**src/rtl/multibyte_adder_seq.sv**
```systemverilog
// Sequential multi-byte unsigned adder: one byte pair per clock, LSB first,
// through a single 8-bit adder with its carry-in tied low.

module adder_8bit (
  input  logic [7:0] a,
  input  logic [7:0] b,
  input  logic       cin,
  output logic [7:0] sum,
  output logic       cout
);
  assign {cout, sum} = {1'b0, a} + {1'b0, b} + {8'd0, cin};
endmodule

module multibyte_adder_seq #(
  parameter int unsigned NBYTES = 4
) (
  input  logic                clk,
  input  logic                rst,
  input  logic                in_valid,
  output logic                in_ready,
  input  logic [8*NBYTES-1:0] in_a,
  input  logic [8*NBYTES-1:0] in_b,
  output logic                out_valid,
  input  logic                out_ready,
  output logic [8*NBYTES:0]   out_sum,
  output logic                busy
);
  localparam int unsigned W  = 8 * NBYTES;
  localparam int unsigned IW = (NBYTES > 1) ? $clog2(NBYTES) : 1;
  localparam logic [IW-1:0] LAST = IW'(NBYTES - 1);

  localparam logic [1:0] IDLE = 2'd0;
  localparam logic [1:0] RUN  = 2'd1;
  localparam logic [1:0] DONE = 2'd2;

  logic [1:0]    state;
  logic [IW-1:0] idx;
  logic          carry;
  logic [W-1:0]  a_q, b_q, res, res_next;
  logic [W:0]    sum_q;
  logic [7:0]    a_byte, b_byte, s_lo;
  logic          s_hi;
  logic [8:0]    t;

  // Byte select / byte write via constant-index loop keeps part-selects static.
  always_comb begin
    a_byte   = '0;
    b_byte   = '0;
    res_next = res;
    for (int unsigned i = 0; i < NBYTES; i++) begin
      if (idx == IW'(i)) begin
        a_byte = a_q[i*8 +: 8];
        b_byte = b_q[i*8 +: 8];
        res_next[i*8 +: 8] = t[7:0];
      end
    end
  end

  adder_8bit u_add (
    .a    (a_byte),
    .b    (b_byte),
    .cin  (1'b0),
    .sum  (s_lo),
    .cout (s_hi)
  );

  // Byte carry is folded in after the adder since its carry-in is unused.
  assign t = {s_hi, s_lo} + {8'd0, carry};

  always_ff @(posedge clk) begin
    if (rst) begin
      state <= IDLE;
      idx   <= '0;
      carry <= 1'b0;
      a_q   <= '0;
      b_q   <= '0;
      res   <= '0;
      sum_q <= '0;
    end else begin
      case (state)
        IDLE: begin
          if (in_valid) begin
            a_q   <= in_a;
            b_q   <= in_b;
            idx   <= '0;
            carry <= 1'b0;
            state <= RUN;
          end
        end
        RUN: begin
          res   <= res_next;
          carry <= t[8];
          if (idx == LAST) begin
            sum_q <= {t[8], res_next};
            state <= DONE;
          end else begin
            idx <= idx + 1'b1;
          end
        end
        DONE: begin
          if (out_ready) state <= IDLE;
        end
        default: state <= IDLE;
      endcase
    end
  end

  assign in_ready  = (state == IDLE) && !rst;
  assign out_valid = (state == DONE);
  assign busy      = (state == RUN) || (state == DONE);
  assign out_sum   = sum_q;

endmodule
```
**config.mk**
```make
export PLATFORM = sky130hd
export DESIGN_NAME = multibyte_adder_seq
export DESIGN_NICKNAME = d
export VERILOG_FILES = /design/src/rtl/multibyte_adder_seq.sv
export SDC_FILE = /design/constraint.sdc
export NUM_CORES = 1
export LEC_CHECK = 0
export ABC_AREA = 1
export BUFFER_PORTS_ARGS = -buffer_cell sky130_fd_sc_hd__buf_4
export CAP_MARGIN = 20
export CORE_ASPECT_RATIO = 2
export CORE_UTILIZATION = 40
export DETAILED_ROUTE_END_ITERATION = 10
export GPL_TIMING_DRIVEN = 0
export PLACE_DENSITY_LB_ADDON = 0.08
export RECOVER_POWER = 100
export SYNTH_ARGS = -nofsm -noshare
export SYNTH_HDL_FRONTEND = slang
export SYNTH_SLANG_ARGS = --single-unit
```
**constraint.sdc**
```tcl
create_clock -name clk -period 4 [get_ports clk]
set_input_delay 1 -clock clk [delete_from_list [all_inputs] [get_ports clk]]
set_output_delay 1 -clock clk [all_outputs]
set_load 0.05 [all_outputs]
```
==> results of run 1 <==
==> stage by stage <==
step | std cells | area, µm²
CTS | 1184 | 7569
detailed placement | 1152 | 6950
global placement | 1152 | 6950
floorplan | 858 | 5944
global route | 1184 | 7397
finish | 1184 | 7397
==> metal layers <==
| metal | GRT usage | vias to the layer above | part of all wire |
|---|---|---|---|
| met5 | 0 | - | 0 |
| met4 | 0.1586 | 0 | 0.064 |
| met3 | 0.03324 | 53 | 0.028 |
| met2 | 0.4564 | 153 | 0.55 |
| met1 | 0.2282 | 2566 | 0.36 |
| li1 | - | 2964 | - |
==> synth_stat cells (all sizes together) <==
library cell  instances  area, µm²
inv                  70      262.8
fa                    2      40.04
nand3b                1      7.510
or2                   2      12.52
dlymetal6s4s          1      12.51
o31ai                 1      7.510
clkinv                1      3.750
buf                  19      137.6
clkbuf               34      217.7
a21oi                45      225.2
o21ai               108      540.5
o21a                  1      7.510
ha                   14      175.2
nand3                70      350.3
xnor2                 1      8.760
and2                  1      8.760
o211ai                5      37.54
nor2                230      863.3
xor2                  2      25.03
nand2               121      454.2
nand4                 1      6.260
dfxtp               126       2522
dlygate4sd1           2      17.52
==> flip-flops by register name (all words and copies together), names as in the netlist <==
name	flops
out_sum	33
a_q	32
b_q	32
res	24
idx	2
state	2
carry	1
==> placed cells by master (no fill, tap or decap), types with 3 or more instances in the layout <==
| cell | instances |
|---|---|
| dfxtp_1 | 126 |
| buf_2 | 9 |
| buf_4 | 68 |
| clkinvlp_4 | 4 |
| ha_1 | 14 |
| o21ai_0 | 108 |
| clkinv_4 | 4 |
| nand3_1 | 70 |
| clkbuf_16 | 17 |
| buf_6 | 4 |
| inv_1 | 68 |
| a21oi_1 | 45 |
| nand2_1 | 121 |
| bufinv_16 | 3 |
| clkbuf_1 | 67 |
| o211ai_1 | 5 |
| nor2_1 | 230 |
| clkbuf_8 | 8 |
==> where the power goes <==
part           internal (mW)  switching, mW  total [mW]
clock                   1.01          0.590        1.60
combinational          0.268          0.481       0.749
sequential              1.37         0.0614        1.43
==> kinds of logic after synthesis <==
group	Yosys count	share of synthesized area
and+or+nand+nor	426	0.2865
AOI/OAI and AO/OA	160	0.1377
buffers and inverters	127	0.1097
DFF	126	0.4243
adders and majority gates	16	0.03620
xor gates and xnor gates	3	0.005684
==> worst max-delay path: cells and delay by family, from the launching register on <==
family,cells,cell delay (ns)
AOI/OAI and AO/OA,3,0.50
xor gates and xnor gates,1,0.46
adders and majority gates,2,0.46
buffers and inverters,4,0.92
DFF,1,0.35
and+or+nand+nor,6,0.70
==> final cells by class <==
class / instances / area share
timing repair buffer: 102 / 0.08525
tap: 192 / 0.03248
sequential: 126 / 0.3410
buffer: 56 / 0.04719
clock buffer: 19 / 0.06123
inverter: 71 / 0.03603
multi-input combinational: 605 / 0.3745
clock inverter: 13 / 0.02233
==> worst max-delay path by stage <==
stage / from / end / slack (ns) / depth (start not counted)
after global placement: idx[1]$_SDFFE_PP0P_ / out_sum[20]$_SDFFE_PP0P_ / 0.70 / 19
after CTS: idx[1]$_SDFFE_PP0P_ / out_sum[20]$_SDFFE_PP0P_ / 0.67 / 19
after floorplan: rst / in_ready / 1.05 / 3
after global routing: idx[1]$_SDFFE_PP0P_ / res[11]$_SDFFE_PP0P_ / 0.24 / 16
after detailed placement: idx[1]$_SDFFE_PP0P_ / out_sum[20]$_SDFFE_PP0P_ / 0.69 / 19
final: idx[1]$_SDFFE_PP0P_ / out_sum[19]$_SDFFE_PP0P_ / 0.56 / 16
==> metrics.yaml, run 1 <==
yosys:
  synth_fp_nets: 942
  ys_types: 31
  yosysWarnings: 0
  synth_seq_cells: 126
  synth_area_um2: 5944
  synth-seq-area-share: 0.4243
  syn_area_per_cell_um2: 6.928
  netlist_instances: 858
routing:
  vias_per_cell: 4.845
  antenna_left: 0
  wire_per_inst_um: 14.84
  first_pass_iters: 4
  routed_wl_um: 17580
  drc: 0
  first_iter_violations: 221
  num_vias: 5736
grt:
  grt_overflow: 0
  grt_pass1_vias: 5447
  grt_max_degree: 17
  antenna_found_initial: 0
  grt_pass1_wl_um: 27390
  grt_use_total: 0.2410
timing:
  drv_slew: 0
  fin_skew_ns: 0.006436
  hold_viol: 0
  slew_headroom: 0.5929
  setup-violations-final: 0
  fin_setup_tns_ns: 0
  finalCritPeriodShare: 0.8610
  max_freq_ghz: 0.2904
  period_minus_slack_ns: 3.444
  rsz0062_at_grt: "no"
  worst_pin_slew_ns: 0.6132
  holdWs_ns: 0.4568
  setup_ws_ns: 0.5562
min_path:
  min_from: "b_q[28]$_SDFFE_PP0P_"
  min_path_cells: 2
  hp-class: "flop to flop"
  hold_end: "b_q[28]$_SDFFE_PP0P_"
cells_and_area:
  area_delta_synth_final_pct: 24.44
  fin_util: 0.5127
  fillerInstances: 1596
  seq_area_um2: 2522
  multiInputGateArea_um2: 2770
  drive_gt1_frac: 0.1250
  antenna_cells: 0
  fin_nets: 1063
die:
  fp.dieH_um: 174.4
  die_w_um: 88.20
  io_pins: 104
  die_area_um2: 15380
  core_area_um2: 14430
  rows: 62
  start_util: 0.4120
critical_path:
  crit_required_ns: 4.37
  r2r-end: "out_sum[19]$_SDFFE_PP0P_"
  r2r_start: "idx[1]$_SDFFE_PP0P_"
  arrival_ns: 3.81
  path_cells: "inv_1 > ha_1 > clkbuf_1 > clkbuf_1 > nand2_1 > nand3_1 > o21ai_0 > a21oi_1 > ha_1 > a21oi_1 > nand2_1 > xor2_1 > nand2_1 > nand3_1 > nand2_1 > inv_1"
  reg2reg_depth: 16
  end_kind: "flop"
  critPathMaxStageDelay_ns: 0.46
  worst_path_max_delay_cell: "xor2_1"
  crit_path_start_kind: "flop"
  r2r_slack_ns: 0.56
  timing.critical_path.fanout_max: 10
  crit_type: "flop to flop"
  crit_top_cell: "nand2_1"
pwr:
  peakVddDrop_mv: 0.2982
  power_mw: 3.782
  power_leakage_nw: 3.494
  power_density_nw_per_um2: 511.3
clock_tree:
  cts.repair.resized: 0
  cts_setup_buffers: 0
  cts_inserted_buffers: 17
  path_clk_slew_ns: 0.06
  insertion_delay_ns: 0.42
  cts_max_path_buffers: 2
  h-tree-depth: 4
  holdBufCountCts: 0
  cts_tree: "done"
  root_buffer: "clkbuf_16"
  clock-sinks: 126
placed_design:
  dp_slack_ns: 0.6854
  dp_hpwl_um: 13770
  portBuffers: 102
  place_congestion: 0.8519
run_status:
  status: "finished, final reports clean"
job:
  cap_violations: 0
Note: power is estimated with default switching activity, not from simulation.
==> run 2: changes to the inputs <==
--- a/config.mk
+++ b/config.mk
@@ -12,7 +12,7 @@
 export CORE_UTILIZATION = 40
 export DETAILED_ROUTE_END_ITERATION = 10
 export GPL_TIMING_DRIVEN = 0
-export PLACE_DENSITY_LB_ADDON = 0.08
+export PLACE_DENSITY = 0.67
 export RECOVER_POWER = 100
 export SYNTH_ARGS = -nofsm -noshare
 export SYNTH_HDL_FRONTEND = slang
==> metrics.yaml, run 2 (synthesis gave the netlist of run 1 again) <==
clock_tree:
  cts.repair.resized: 0  # unchanged
  cts_inserted_buffers: 17  # unchanged
  holdBufCountCts: 0  # unchanged
  insertion_delay_ns: 0.42  # about the same
  root_buffer: "clkbuf_16"  # unchanged
  cts_setup_buffers: 0  # unchanged
  cts_tree: "done"  # unchanged
  path_clk_slew_ns: 0.06  # about the same
  cts_max_path_buffers: 2  # unchanged
  h-tree-depth: 4  # unchanged
  clock-sinks: 126  # unchanged
timing:
  fin_skew_ns: 0.005832  # was 0.006436 ns
  max_freq_ghz: 0.2911  # was 0.2904 GHz
  hold_viol: 0  # unchanged
  fin_setup_tns_ns: 0  # unchanged
  rsz0062_at_grt: "no"  # unchanged
  worst_pin_slew_ns: 0.6129  # was 0.6132 ns
  drv_slew: 0  # unchanged
  period_minus_slack_ns: 3.436  # was 3.444 ns
  setup-violations-final: 0  # unchanged
  finalCritPeriodShare: 0.8589  # was 0.8610
  slew_headroom: 0.5932  # was 0.5929
die:
  io_pins: 104  # unchanged
  rows: 62  # unchanged
  die_w_um: 88.20  # unchanged
  core_area_um2: 14430  # unchanged
  die_area_um2: 15380  # unchanged
  start_util: 0.4120  # unchanged
  fp.dieH_um: 174.4  # unchanged
grt:
  grt_pass1_vias: 5598  # was 5447
  grt_use_total: 0.2401  # was 0.2410
  grt_overflow: 0  # unchanged
  antenna_found_initial: 0  # unchanged
  grt_pass1_wl_um: 27640  # was 27390 µm
  grt_max_degree: 17  # unchanged
routing:
  drc: 0  # unchanged
  routed_wl_um: 17350  # was 17580 µm
  first_pass_iters: 5  # was 4
  wire_per_inst_um: 14.65  # was 14.84 µm
  antenna_left: 0  # unchanged
  num_vias: 5755  # was 5736
  vias_per_cell: 4.861  # was 4.845
  first_iter_violations: 293  # was 221
placed_design:
  dp_hpwl_um: 13350  # was 13770 µm
  dp.cells: 1152  # unchanged
  portBuffers: 102  # unchanged
  place_congestion: 0.8951  # was 0.8519
critical_path:
  arrival_ns: 3.80  # was 3.81 ns
  crit_path_start_kind: "flop"  # unchanged
  path_cells: "inv_1 > ha_1 > clkbuf_1 > inv_1 > buf_6 > nor2_1 > o31ai_1 > o21ai_0 > fa_1 > inv_1 > fa_1 > nand2_1 > nand2_1 > and2_4 > xor2_2 > nand2_1 > nand3_1 > nand2_1 > inv_1"  # was inv_1 > ha_1 > clkbuf_1 > clkbuf_1 > nand2_1 > nand3_1 > o21ai_0 > a21oi_1 > ha_1 > a21oi_1 > nand2_1 > xor2_1 > nand2_1 > nand3_1 > nand2_1 > inv_1
  crit_type: "flop to flop"  # unchanged
  crit_required_ns: 4.36  # was 4.37 ns
  timing.critical_path.fanout_max: 10  # unchanged
  critPathMaxStageDelay_ns: 0.41  # was 0.46 ns
  worst_path_max_delay_cell: "fa_1"  # was xor2_1
  end_kind: "flop"  # unchanged
cells_and_area:
  antenna_cells: 0  # unchanged
  layout_common_cells: "230 x nor2_1, 126 x dfxtp_1, 121 x nand2_1, 108 x o21ai_0, 70 x nand3_1"  # unchanged
  layout.cells.non_filler: 1184  # unchanged
  largest_reg_flops: 33  # unchanged
  final_common_cell: "nor2_1"  # unchanged
  fin_nets: 1063  # unchanged
  drive_gt1_frac: 0.1250  # unchanged
  area_delta_synth_final_pct: 25.45  # was 24.44%
  fin_util: 0.5168  # was 0.5127
job:
  cap_violations: 0  # unchanged
pwr:
  p_int_mw: 2.827  # was 2.650 mW
  power_density_nw_per_um2: 527.5  # was 511.3 nW/µm²
  peakVddDrop_mv: 0.2872  # was 0.2982 mV
  power_frac_seq: 0.364  # was 0.378
  power_leakage_nw: 3.532  # was 3.494 nW
  pwr-share-comb: 0.189  # was 0.198
  power_switching_share: 0.2814  # was 0.2993
  pwr-share-clk: 0.447  # was 0.424
  p_switching_mw: 1.107  # was 1.132 mW
min_path:
  hp-class: "flop to flop"  # unchanged
run_status:
  status: "finished, final reports clean"  # unchanged
## run 2: final cells by class
class                      count  area (µm²)
tap                          192       240.2
inverter                      71       266.5
sequential                   126        2522
multi-input combinational    605        2770
fill                        1583        6972
clock buffer                  23       498.0
buffer                        56       350.3
clock inverter                 9       178.9
timing repair buffer         102       630.6
## run 2: path summary, 6_finish.rpt
check,start,end,slack (ns),cells past startpoint
hold reg to reg,out_sum[28]$_SDFFE_PP0P_,out_sum[28]$_SDFFE_PP0P_,0.47,2
hold / removal,out_sum[28]$_SDFFE_PP0P_,out_sum[28]$_SDFFE_PP0P_,0.47,2
setup / recovery,idx[1]$_SDFFE_PP0P_,out_sum[20]$_SDFFE_PP0P_,0.56,19
setup reg to reg,idx[1]$_SDFFE_PP0P_,out_sum[20]$_SDFFE_PP0P_,0.56,19
## run 2: stage by stage
stage               cell area (µm²)  hold WS [ns]  setup slack [ns]  power (mW)
global route                   7457        0.4988            0.2796       4.104
CTS                            7627        0.4777            0.6843       3.954
global placement               6950        0.4558            0.7258       2.190
finish                         7457        0.4742            0.5643       3.934
floorplan                      5944        0.4257             1.049       1.958
detailed placement             6950        0.4650            0.7060       2.202
## run 2: power groups by stage
stage	combinational (mW)	sequential, mW	clock, mW
after global routing	0.834	1.44	1.83
after global placement	0.738	1.45	0
after floorplan	0.521	1.44	0
final	0.743	1.43	1.76
after CTS	0.752	1.43	1.77
after detailed placement	0.746	1.46	0
## run 2: layer usage
layer	part of all wire	vias up	GRT usage
li1	-	2970	-
met2	0.55	159	0.4481
met3	0.029	48	0.03466
met1	0.37	2578	0.2369
met4	0.055	0	0.1485
met5	0	-	0
## run 2: worst max-delay path, delay by kind of cell (launching register included)
kind                     cells  cell delay (ns)
AO/OA/AOI/OAI                2             0.37
adder cells (fa/ha/maj)      3             0.80
XOR/XNOR                     1             0.31
AND/OR/NAND/NOR              7             0.67
buffers and inverters        6             0.84
flip-flops                   1             0.37
